--- src/rtl/apb_arb_pkg.sv ---
// Shared types and helpers for the APB master arbiter and its bench.
package apb_arb_pkg;

    typedef enum logic [1:0] {
        IDLE   = 2'd0,
        SETUP  = 2'd1,
        ACCESS = 2'd2
    } apb_state_e;

    // Width of the ACCESS-phase timeout counter; never narrower than one bit.
    function automatic int tmo_cnt_width(input int timeout);
        return (timeout < 1) ? 1 : $clog2(timeout + 1);
    endfunction

endpackage

--- src/rtl/rr_arbiter.sv ---
// Round-robin grant selection: first request at or after ptr, wrapping to slot 0.
module rr_arbiter #(
    parameter int NUM_REQ = 4
) (
    input  logic [NUM_REQ-1:0]         req,
    input  logic [$clog2(NUM_REQ)-1:0] ptr,
    output logic [NUM_REQ-1:0]         grant,
    output logic [$clog2(NUM_REQ)-1:0] idx,
    output logic                       any
);

    localparam int PW = $clog2(NUM_REQ);

    // Search ptr..NUM_REQ-1 first, then wrap around to 0..ptr-1.
    always_comb begin
        grant = '0;
        idx   = '0;
        any   = 1'b0;
        for (int i = 0; i < NUM_REQ; i++) begin
            if (!any && req[i] && (i >= int'(ptr))) begin
                grant[i] = 1'b1;
                idx      = PW'(i);
                any      = 1'b1;
            end
        end
        for (int i = 0; i < NUM_REQ; i++) begin
            if (!any && req[i] && (i < int'(ptr))) begin
                grant[i] = 1'b1;
                idx      = PW'(i);
                any      = 1'b1;
            end
        end
    end

endmodule

--- src/rtl/apb_master_arbiter.sv ---
// Shares one APB master port between NUM_REQ requesters with round-robin
// arbitration, SETUP/ACCESS sequencing and an optional ACCESS-phase timeout.
module apb_master_arbiter
    import apb_arb_pkg::*;
#(
    parameter int NUM_REQ        = 4,
    parameter int APB_ADDR_WIDTH = 32,
    parameter int APB_DATA_WIDTH = 32,
    parameter int TIMEOUT        = 255
) (
    input  logic                                 clk,
    input  logic                                 rst,
    input  logic [NUM_REQ-1:0]                   req_valid_i,
    output logic [NUM_REQ-1:0]                   req_ready_o,
    input  logic [NUM_REQ*APB_ADDR_WIDTH-1:0]    req_addr_i,
    input  logic [NUM_REQ*APB_DATA_WIDTH-1:0]    req_wdata_i,
    input  logic [NUM_REQ-1:0]                   req_we_i,
    output logic [NUM_REQ-1:0]                   rsp_valid_o,
    output logic [APB_DATA_WIDTH-1:0]            rsp_rdata_o,
    output logic                                 rsp_err_o,
    output logic [APB_ADDR_WIDTH-1:0]            paddr,
    output logic [APB_DATA_WIDTH-1:0]            pwdata,
    output logic                                 pwrite,
    output logic                                 psel,
    output logic                                 penable,
    input  logic [APB_DATA_WIDTH-1:0]            prdata,
    input  logic                                 pready,
    input  logic                                 pslverr
);

    localparam int AW = APB_ADDR_WIDTH;
    localparam int DW = APB_DATA_WIDTH;
    localparam int PW = $clog2(NUM_REQ);
    localparam int CW = tmo_cnt_width(TIMEOUT);
    localparam logic [CW-1:0] TMO_LAST = CW'(TIMEOUT - 1);
    localparam logic [PW-1:0] LAST_REQ = PW'(NUM_REQ - 1);

    apb_state_e         state, state_d;
    logic [PW-1:0]      rr_ptr, rr_ptr_d;
    logic [PW-1:0]      gidx, gidx_d;
    logic [CW-1:0]      tmo_cnt, tmo_cnt_d;
    logic [NUM_REQ-1:0] req_ready_d, rsp_valid_d;
    logic [DW-1:0]      rsp_rdata_d;
    logic               rsp_err_d;
    logic [AW-1:0]      paddr_d;
    logic [DW-1:0]      pwdata_d;
    logic               pwrite_d, psel_d, penable_d;

    logic [NUM_REQ-1:0] arb_grant;
    logic [PW-1:0]      arb_idx;
    logic               arb_any;
    logic [AW-1:0]      sel_addr;
    logic [DW-1:0]      sel_wdata;
    logic               sel_we;

    rr_arbiter #(
        .NUM_REQ(NUM_REQ)
    ) u_rr (
        .req  (req_valid_i),
        .ptr  (rr_ptr),
        .grant(arb_grant),
        .idx  (arb_idx),
        .any  (arb_any)
    );

    // Pick the granted slot's address, write data and direction.
    always_comb begin
        sel_addr  = '0;
        sel_wdata = '0;
        sel_we    = 1'b0;
        for (int i = 0; i < NUM_REQ; i++) begin
            if (arb_grant[i]) begin
                sel_addr  = req_addr_i[i*AW +: AW];
                sel_wdata = req_wdata_i[i*DW +: DW];
                sel_we    = req_we_i[i];
            end
        end
    end

    // Next-state and next registered-output values; everything holds unless changed.
    always_comb begin
        state_d     = state;
        rr_ptr_d    = rr_ptr;
        gidx_d      = gidx;
        tmo_cnt_d   = tmo_cnt;
        req_ready_d = '0;
        rsp_valid_d = '0;
        rsp_rdata_d = rsp_rdata_o;
        rsp_err_d   = rsp_err_o;
        paddr_d     = paddr;
        pwdata_d    = pwdata;
        pwrite_d    = pwrite;
        psel_d      = psel;
        penable_d   = penable;
        case (state)
            IDLE: begin
                if (arb_any) begin
                    req_ready_d = arb_grant;
                    paddr_d     = sel_addr;
                    pwdata_d    = sel_wdata;
                    pwrite_d    = sel_we;
                    gidx_d      = arb_idx;
                    rr_ptr_d    = (arb_idx == LAST_REQ) ? '0 : arb_idx + 1'b1;
                    psel_d      = 1'b1;
                    state_d     = SETUP;
                end
            end
            SETUP: begin
                penable_d = 1'b1;
                tmo_cnt_d = '0;
                state_d   = ACCESS;
            end
            ACCESS: begin
                if (pready) begin
                    psel_d            = 1'b0;
                    penable_d         = 1'b0;
                    rsp_valid_d[gidx] = 1'b1;
                    rsp_err_d         = pslverr;
                    if (!pwrite) begin
                        rsp_rdata_d = prdata;
                    end
                    state_d = IDLE;
                end else if ((TIMEOUT != 0) && (tmo_cnt == TMO_LAST)) begin
                    psel_d            = 1'b0;
                    penable_d         = 1'b0;
                    rsp_valid_d[gidx] = 1'b1;
                    rsp_err_d         = 1'b1;
                    rsp_rdata_d       = '0;
                    state_d           = IDLE;
                end else if (tmo_cnt != '1) begin
                    tmo_cnt_d = tmo_cnt + 1'b1;
                end
            end
            default: begin
                state_d = IDLE;
            end
        endcase
    end

    // FSM state register.
    always_ff @(posedge clk) begin
        if (rst) begin
            state <= IDLE;
        end else begin
            state <= state_d;
        end
    end

    // Registered outputs, arbitration pointer and timeout counter.
    always_ff @(posedge clk) begin
        if (rst) begin
            rr_ptr      <= '0;
            gidx        <= '0;
            tmo_cnt     <= '0;
            req_ready_o <= '0;
            rsp_valid_o <= '0;
            rsp_rdata_o <= '0;
            rsp_err_o   <= 1'b0;
            paddr       <= '0;
            pwdata      <= '0;
            pwrite      <= 1'b0;
            psel        <= 1'b0;
            penable     <= 1'b0;
        end else begin
            rr_ptr      <= rr_ptr_d;
            gidx        <= gidx_d;
            tmo_cnt     <= tmo_cnt_d;
            req_ready_o <= req_ready_d;
            rsp_valid_o <= rsp_valid_d;
            rsp_rdata_o <= rsp_rdata_d;
            rsp_err_o   <= rsp_err_d;
            paddr       <= paddr_d;
            pwdata      <= pwdata_d;
            pwrite      <= pwrite_d;
            psel        <= psel_d;
            penable     <= penable_d;
        end
    end

endmodule

--- config.mk ---
export PLATFORM = sky130hd
export DESIGN_NAME = apb_master_arbiter
export DESIGN_NICKNAME = d
export VERILOG_FILES = /design/src/rtl/apb_arb_pkg.sv /design/src/rtl/rr_arbiter.sv /design/src/rtl/apb_master_arbiter.sv
export SDC_FILE = /design/constraint.sdc
export NUM_CORES = 1
export LEC_CHECK = 0
export BUFFER_PORTS_ARGS = -buffer_cell sky130_fd_sc_hd__buf_2
export CAP_MARGIN = 20
export CORE_ASPECT_RATIO = 0.75
export CORE_MARGIN = 2
export CORE_UTILIZATION = 25
export CTS_CLUSTER_DIAMETER = 120
export DETAILED_ROUTE_END_ITERATION = 7
export PLACE_DENSITY = 0.63
export SLEW_MARGIN = 25
export SYNTH_ARGS = -nofsm -noshare
export SYNTH_HDL_FRONTEND = slang
export SYNTH_SLANG_ARGS = --single-unit
--- constraint.sdc ---
create_clock -name clk -period 1.9 [get_ports clk]
set_input_delay 0.38 -clock clk [delete_from_list [all_inputs] [get_ports clk]]
set_output_delay 0.38 -clock clk [all_outputs]
set_load 0.05 [all_outputs]
# [Word level (Yosys, flattened, before mapping)]
# Index checks and enable logic that the tools add are counted.
[op_classes] addsub=2 n_lt_le_gt_ge=8 eq_ne=11 mux=54 bitwise_logic=3 n_reduce_logical=32
[op_table] op="$mux W32" n=11
[op_table] op="$mux W1" n=24
[op_table] op="$mux W8" n=3
[op_table] op="$mux W2" n=9
[op_table] op="$pmux W8 S2" n=1
[op_table] op="$logic_and A1 B1 Y1" n=13
[op_table] op="$ne A2 B2 Y1 const B" n=5
[op_table] op="$add A8 B1 Y8 const B" n=1
[op_table] op="$eq A8 B8 Y1 const B" n=1
[op_table] op="$mux W4" n=2
[op_table] op="$ne A8 B8 Y1 const B" n=1
[op_table] op="$reduce_and A2 Y1" n=4
[op_table] op="$logic_not A1 Y1" n=6
[op_table] op="$pmux W2 S3" n=1
[op_table] op="$reduce_and A3 Y1" n=2
[op_table] op="$reduce_bool A2 Y1" n=3
[op_table] op="$eq A2 B2 Y1 const B" n=2
[op_table] op="$ge A1 B2 Y1 const A" n=2
[op_table] op="$lt A1 B2 Y1 const A" n=2
[op_table] op="$pmux W1 S2" n=2
[op_table] op="$reduce_and A4 Y1" n=1
[op_table] op="$lt A2 B3 Y1 const B" n=1
[op_table] op="$ne A3 B3 Y1 const B" n=1
[op_table] op="$not A1 Y1" n=3
[op_table] op="9 further kinds" n=9
[word_totals] ff_bits=122 inputBits=300 out_inout_bits=108 elab_cells=123

# [Longest topological paths before layout]
[depth] depth_word=28 depth_mapped=8 ltp_nobuf=7

# [By module]
# From an unflattened synthesis, not the netlist that was laid out.
[hier_totals] cells_unflattened=884 hier_area_um2=6777.8
[modules_own_cells] mod="apb_master_arbiter" instances=1 cells_each=851 area_each_um2=6555.0 seq_area_each_um2=2442.3
[modules_own_cells] mod="rr_arbiter" instances=1 cells_each=33 area_each_um2=222.7 seq_area_each_um2=0.0

# [Worst setup path after synthesis]
# Ideal clock, no wire load.
[synth_timing] path_type="input -> register" from="input port req_valid_i[2]" to="register paddr[30]" setup_time_ns=0.083 arrival_ns=1.645 required_time_ns=1.817 slack_ns=0.173 stages=7 n_path_buf=3 path_cell_list="nor4_1 or3_1 buf_4 buf_2 buf_2 a2bb2oi_1 o221ai_1"
[synth_via] elab_chain_cells=20 elab_cells_between_ends=28 cone_classes="mux (14); reduce/logical (14)"
[synth_rtl] element="from (decl)" line="apb_master_arbiter.sv:13" rtl="input logic [NUM_REQ-1:0] req_valid_i,"
[synth_rtl] element="$logic_and A1 B1 Y1 (2 in series)" line="rr_arbiter.sv:20" rtl="if (!any && req[i] && (i >= int'(ptr))) begin"
[synth_rtl] element="$mux W1" line="rr_arbiter.sv:20"
[synth_rtl] element="$logic_not A1 Y1" line="rr_arbiter.sv:20"
[synth_rtl] element="$logic_and A1 B1 Y1" line="rr_arbiter.sv:20"
[synth_rtl] element="$mux W1" line="rr_arbiter.sv:20"
[synth_rtl] element="$logic_not A1 Y1" line="rr_arbiter.sv:27" rtl="if (!any && req[i] && (i < int'(ptr))) begin"
[synth_rtl] element="$logic_and A1 B1 Y1 (2 in series)" line="rr_arbiter.sv:27"
[synth_rtl] element="$mux W1" line="rr_arbiter.sv:27"
[synth_rtl] element="$logic_not A1 Y1" line="rr_arbiter.sv:27"
[synth_rtl] element="$logic_and A1 B1 Y1 (2 in series)" line="rr_arbiter.sv:27"
[synth_rtl] element="$mux W1" line="rr_arbiter.sv:27"
[synth_rtl] element="$logic_not A1 Y1" line="rr_arbiter.sv:27"
[synth_rtl] element="$logic_and A1 B1 Y1 (2 in series)" line="rr_arbiter.sv:27"
[synth_rtl] element="$mux W1" line="rr_arbiter.sv:27"
[synth_rtl] element="$mux W32 (2 in series)" line="apb_master_arbiter.sv:72" rtl="if (arb_grant[i]) begin"
[synth_rtl] element="to (signal assigned)" line="apb_master_arbiter.sv:172" rtl="paddr <= paddr_d;"
[synth_rtl] element="to (decl)" line="apb_master_arbiter.sv:21" rtl="output logic [APB_ADDR_WIDTH-1:0] paddr,"
# Several ways; a longest one is shown, not always the timed one.
# A chain may end at the register's enable or synchronous reset.

# [Final worst setup path]
[layout_timing] from="register rr_ptr[1]" to="register pwdata[6]"
[layout_via] elab_chain_cells=28 elab_cells_between_ends=42 cone_classes="order compare (6); mux (17); reduce/logical (19)"
[layout_rtl] element="from (decl)" line="apb_master_arbiter.sv:39" rtl="logic [PW-1:0] rr_ptr, rr_ptr_d;"
[layout_rtl] element="from (signal assigned)" line="apb_master_arbiter.sv:165" rtl="rr_ptr <= rr_ptr_d;"
[layout_rtl] element="$ge A1 B2 Y1" line="rr_arbiter.sv:20"
[layout_rtl] element="$logic_and A1 B1 Y1" line="rr_arbiter.sv:20"
[layout_rtl] element="$mux W1" line="rr_arbiter.sv:20"
[layout_rtl] element="$logic_not A1 Y1" line="rr_arbiter.sv:20"
[layout_rtl] element="$logic_and A1 B1 Y1 (2 in series)" line="rr_arbiter.sv:20"
[layout_rtl] element="$mux W1" line="rr_arbiter.sv:20"
[layout_rtl] element="$logic_not A1 Y1" line="rr_arbiter.sv:20"
[layout_rtl] element="$logic_and A1 B1 Y1 (2 in series)" line="rr_arbiter.sv:20"
[layout_rtl] element="[7 not listed]"
[layout_rtl] element="$mux W1" line="rr_arbiter.sv:27"
[layout_rtl] element="$logic_not A1 Y1" line="rr_arbiter.sv:27"
[layout_rtl] element="$logic_and A1 B1 Y1 (2 in series)" line="rr_arbiter.sv:27"
[layout_rtl] element="$mux W1" line="rr_arbiter.sv:27"
[layout_rtl] element="$logic_not A1 Y1" line="rr_arbiter.sv:27"
[layout_rtl] element="$logic_and A1 B1 Y1 (2 in series)" line="rr_arbiter.sv:27"
[layout_rtl] element="$mux W1" line="rr_arbiter.sv:27"
[layout_rtl] element="$mux W32 (2 in series)" line="apb_master_arbiter.sv:72"
[layout_rtl] element="to (signal assigned)" line="apb_master_arbiter.sv:173" rtl="pwdata <= pwdata_d;"
[layout_rtl] element="to (decl)" line="apb_master_arbiter.sv:22" rtl="output logic [APB_DATA_WIDTH-1:0] pwdata,"
# Several ways; a longest one is shown, not always the timed one.

==> flow_metrics.tcl <==
set metrics [dict create \
    status "completed" \
    hpwl_um 18400 \
    drv_slew 0 \
    p_per_area_mw_per_mm2 983 \
    slew-limit-headroom_pct 70.3 \
    seq_area_frac_synth_pct 41.6 \
    tightest_slew_ns 0.443 \
    antenna_found_initial 2 \
    die_width_um 181 \
    drtIter0Drc 443 \
    ios 408 \
    setup_slack_ns 0.132 \
    syn_inst 688 \
    hp-start "req_wdata_i[76]" \
    power_mw 8.84 \
    endpoint_kind "register" \
    drc 0 \
    max_freq_ghz 0.566 \
    grt_overflow 0 \
    critPathLaunchType "register" \
    required_ns 2.17 \
    routed_wl_um 24600 \
    core-area_mm2 0.0230 \
    grtUsageTotal_pct 19.1 \
    max-cap-violations 0 \
    path_class "register to register" \
    drive_gt1_share_pct 44.2 \
    synth_area_mm2 0.00586 \
    min_period_ns 1.77 \
    crit_start "rr_ptr[1]" \
    fin_skew_ns 0.0129 \
    fillCellCount 2398 \
    initial_core_util_pct 25.5 \
    grt_max_degree 65 \
    synth.top_cell.area_share_pct 41.6 \
    cts_tree "yes" \
    pre_cts_slack_ns -0.150 \
    grt_pass1_wl_um 37600 \
    clk_latency_ns 0.41 \
    path_clk_slew_ns 0.06 \
    grt_pass1_vias 6935 \
    ys.flop_type "dfxtp_1" \
    synthArstFlopShare_pct 0 \
    post-route-period-util_pct 93.0 \
    synth_commonest_cells "139 x nand2_1, 122 x dfxtp_1, 97 x a22oi_1, 66 x o221ai_1, 65 x a2bb2oi_1" \
    vdd_drop_max_v 0.000563 \
    crit_arrival_ns 2.04 \
    wl_per_cell_um 17.7 \
    r2r-start "rr_ptr[1]" \
    drtAntennaViolNets 0 \
    clock_path_buffers 2 \
    firstDrtPassIters 5 \
    cts_made_buffers 17 \
    finalNetCount 1380 \
    p_leak_nw 4.11 \
    port_buffers 407 \
    vias_per_cell 5.08 \
    setup_viol 0 \
    syn_avg_cell_area_um2 8.52 \
    synth-seq-cells 122 \
    syn-num-nets 990 \
    rsz0062_at_grt "false" \
    synthTopCellsByArea "dfxtp_1 42%, a22oi_1 12%, o221ai_1 9.9%, a2bb2oi_1 9.7%, nand2_1 8.9%" \
    place.gp.congestion 0.793 \
    clock_tree.root_cell "clkbuf_16" \
    final_util_pct 39.1 \
    dieArea_mm2 0.0247 \
    synth_cell_types 41 \
    clock_sinks 122 \
    hold_viol 0 \
    yosys.area.top_type "dfxtp_1" \
    vias 7072 \
    min_path_type "input pin to register" \
    area_growth_pct 53.3 \
    rows 48 \
    synth-edff-count 0 \
    path_max_fanout 24 \
    dp_cells 1358 \
    ys_warn_count 0 \
    cts_hold_buf 0 \
    final_cells 1392 \
    yosysMostFrequentCell "nand2_1" \
    die_h_um 137 \
    htree_num_levels 4 \
]
-- routing by layer --
| metal | wire length, um | part of all wire, % | vias to the layer above | track usage, % |
|---|---|---|---|---|
| li1 | - | - | 3397 | - |
| met1 | 10700 | 43 | 3344 | 24.3 |
| met2 | 11900 | 48 | 302 | 32.7 |
| met3 | 1730 | 7.0 | 29 | 4.74 |
| met4 | 323 | 1.3 | 0 | 4.75 |
| met5 | 0 | 0 | - | 0 |
-- cells by family (layout without fill, tap and decap cells) --
family / Yosys count / after routing / synth area share (%)
DFF: 122 / 122 / 41.6
and+or+nand+nor: 234 / 234 / 16.8
adders and majority gates: 2 / 2 / 0.427
buffers and inverters: 74 / 477 / 5.68
other: 0 / 1 / 0
xor gates and xnor gates: 5 / 5 / 0.747
AOI/OAI and AO/OA: 251 / 251 / 34.7
-- sequential cells by signal, indices dropped and copies added, names as in the netlist --
signal,count
rsp_err_o,1
psel,1
penable,1
gidx,2
pwdata,32
state,2
tmo_cnt,8
rsp_rdata_o,32
pwrite,1
req_ready_o,4
rsp_valid_o,4
rr_ptr,2
paddr,32
-- worst paths after layout --
path | end | slack [ns] | cells after the start
worst max-delay path | pwdata[6] | 0.13 | 6
worst min-delay path | pwdata[12] | 0.17 | 3
worst max register to register | pwdata[6] | 0.13 | 6
worst min register to register | rsp_valid_o[1] | 0.48 | 2
-- stage by stage --
| step | instance area [um^2] | hold WS [ns] | TNS [ns] |
|---|---|---|---|
| 2_1_floorplan | 5860 | 0.430 | 0 |
| 3_3_place_gp | 8420 | 0.466 | -3.56 |
| 3_5_place_dp | 8420 | 0.472 | -5.21 |
| 4_1_cts | 8960 | 0.144 | 0 |
| 5_1_grt | 8990 | 0.156 | 0 |
| 6_report | 8990 | 0.167 | 0 |
-- final cells by class --
cell class	count	area [um^2]	share of cell area, %
inverter	5	18.8	0.209
clock buffer	23	468	5.21
timing repair buffer	440	2470	27.4
antenna	1	2.50	0.0278
multi-input combinational	492	3150	35.0
sequential	122	2440	27.2
tap	300	375	4.18
clock inverter	9	66.3	0.738
-- timing repair --
action                     CTS  global route
setup endpoints to repair    0            31
setup buffers                0             1
gates resized for setup      0             5
hold endpoints to repair     0             0
-- cells in the final DEF, fill, tap and decap left out, types with 3 or more instances in the layout --
cell type,instances
nor3_1,11
a22oi_2,3
buf_2,406
nor2_1,50
nand2b_1,6
a22oi_1,94
a21oi_1,8
buf_4,19
buf_12,14
o221ai_1,65
o21ai_0,3
clkbuf_16,17
nor3b_1,3
inv_1,5
a2bb2oi_1,65
clkinvlp_4,4
clkbuf_1,4
xnor2_1,4
nand2_1,139
nand3_1,7
dfxtp_1,121
-- critical path, cell delays in order, from the launching register on --
cell and delay (ns):
dfxtp_1 0.40, a21oi_1 0.08, or2_2 0.28, and3_2 0.23, buf_4 0.23, a22oi_1 0.23, o221ai_1 0.15
-- where the power goes --
part,switching (mW),internal (mW)
registers,0.156,2.82
clock network,1.24,1.74
logic,1.88,1.00
Power figures use the tool's default switching activity.
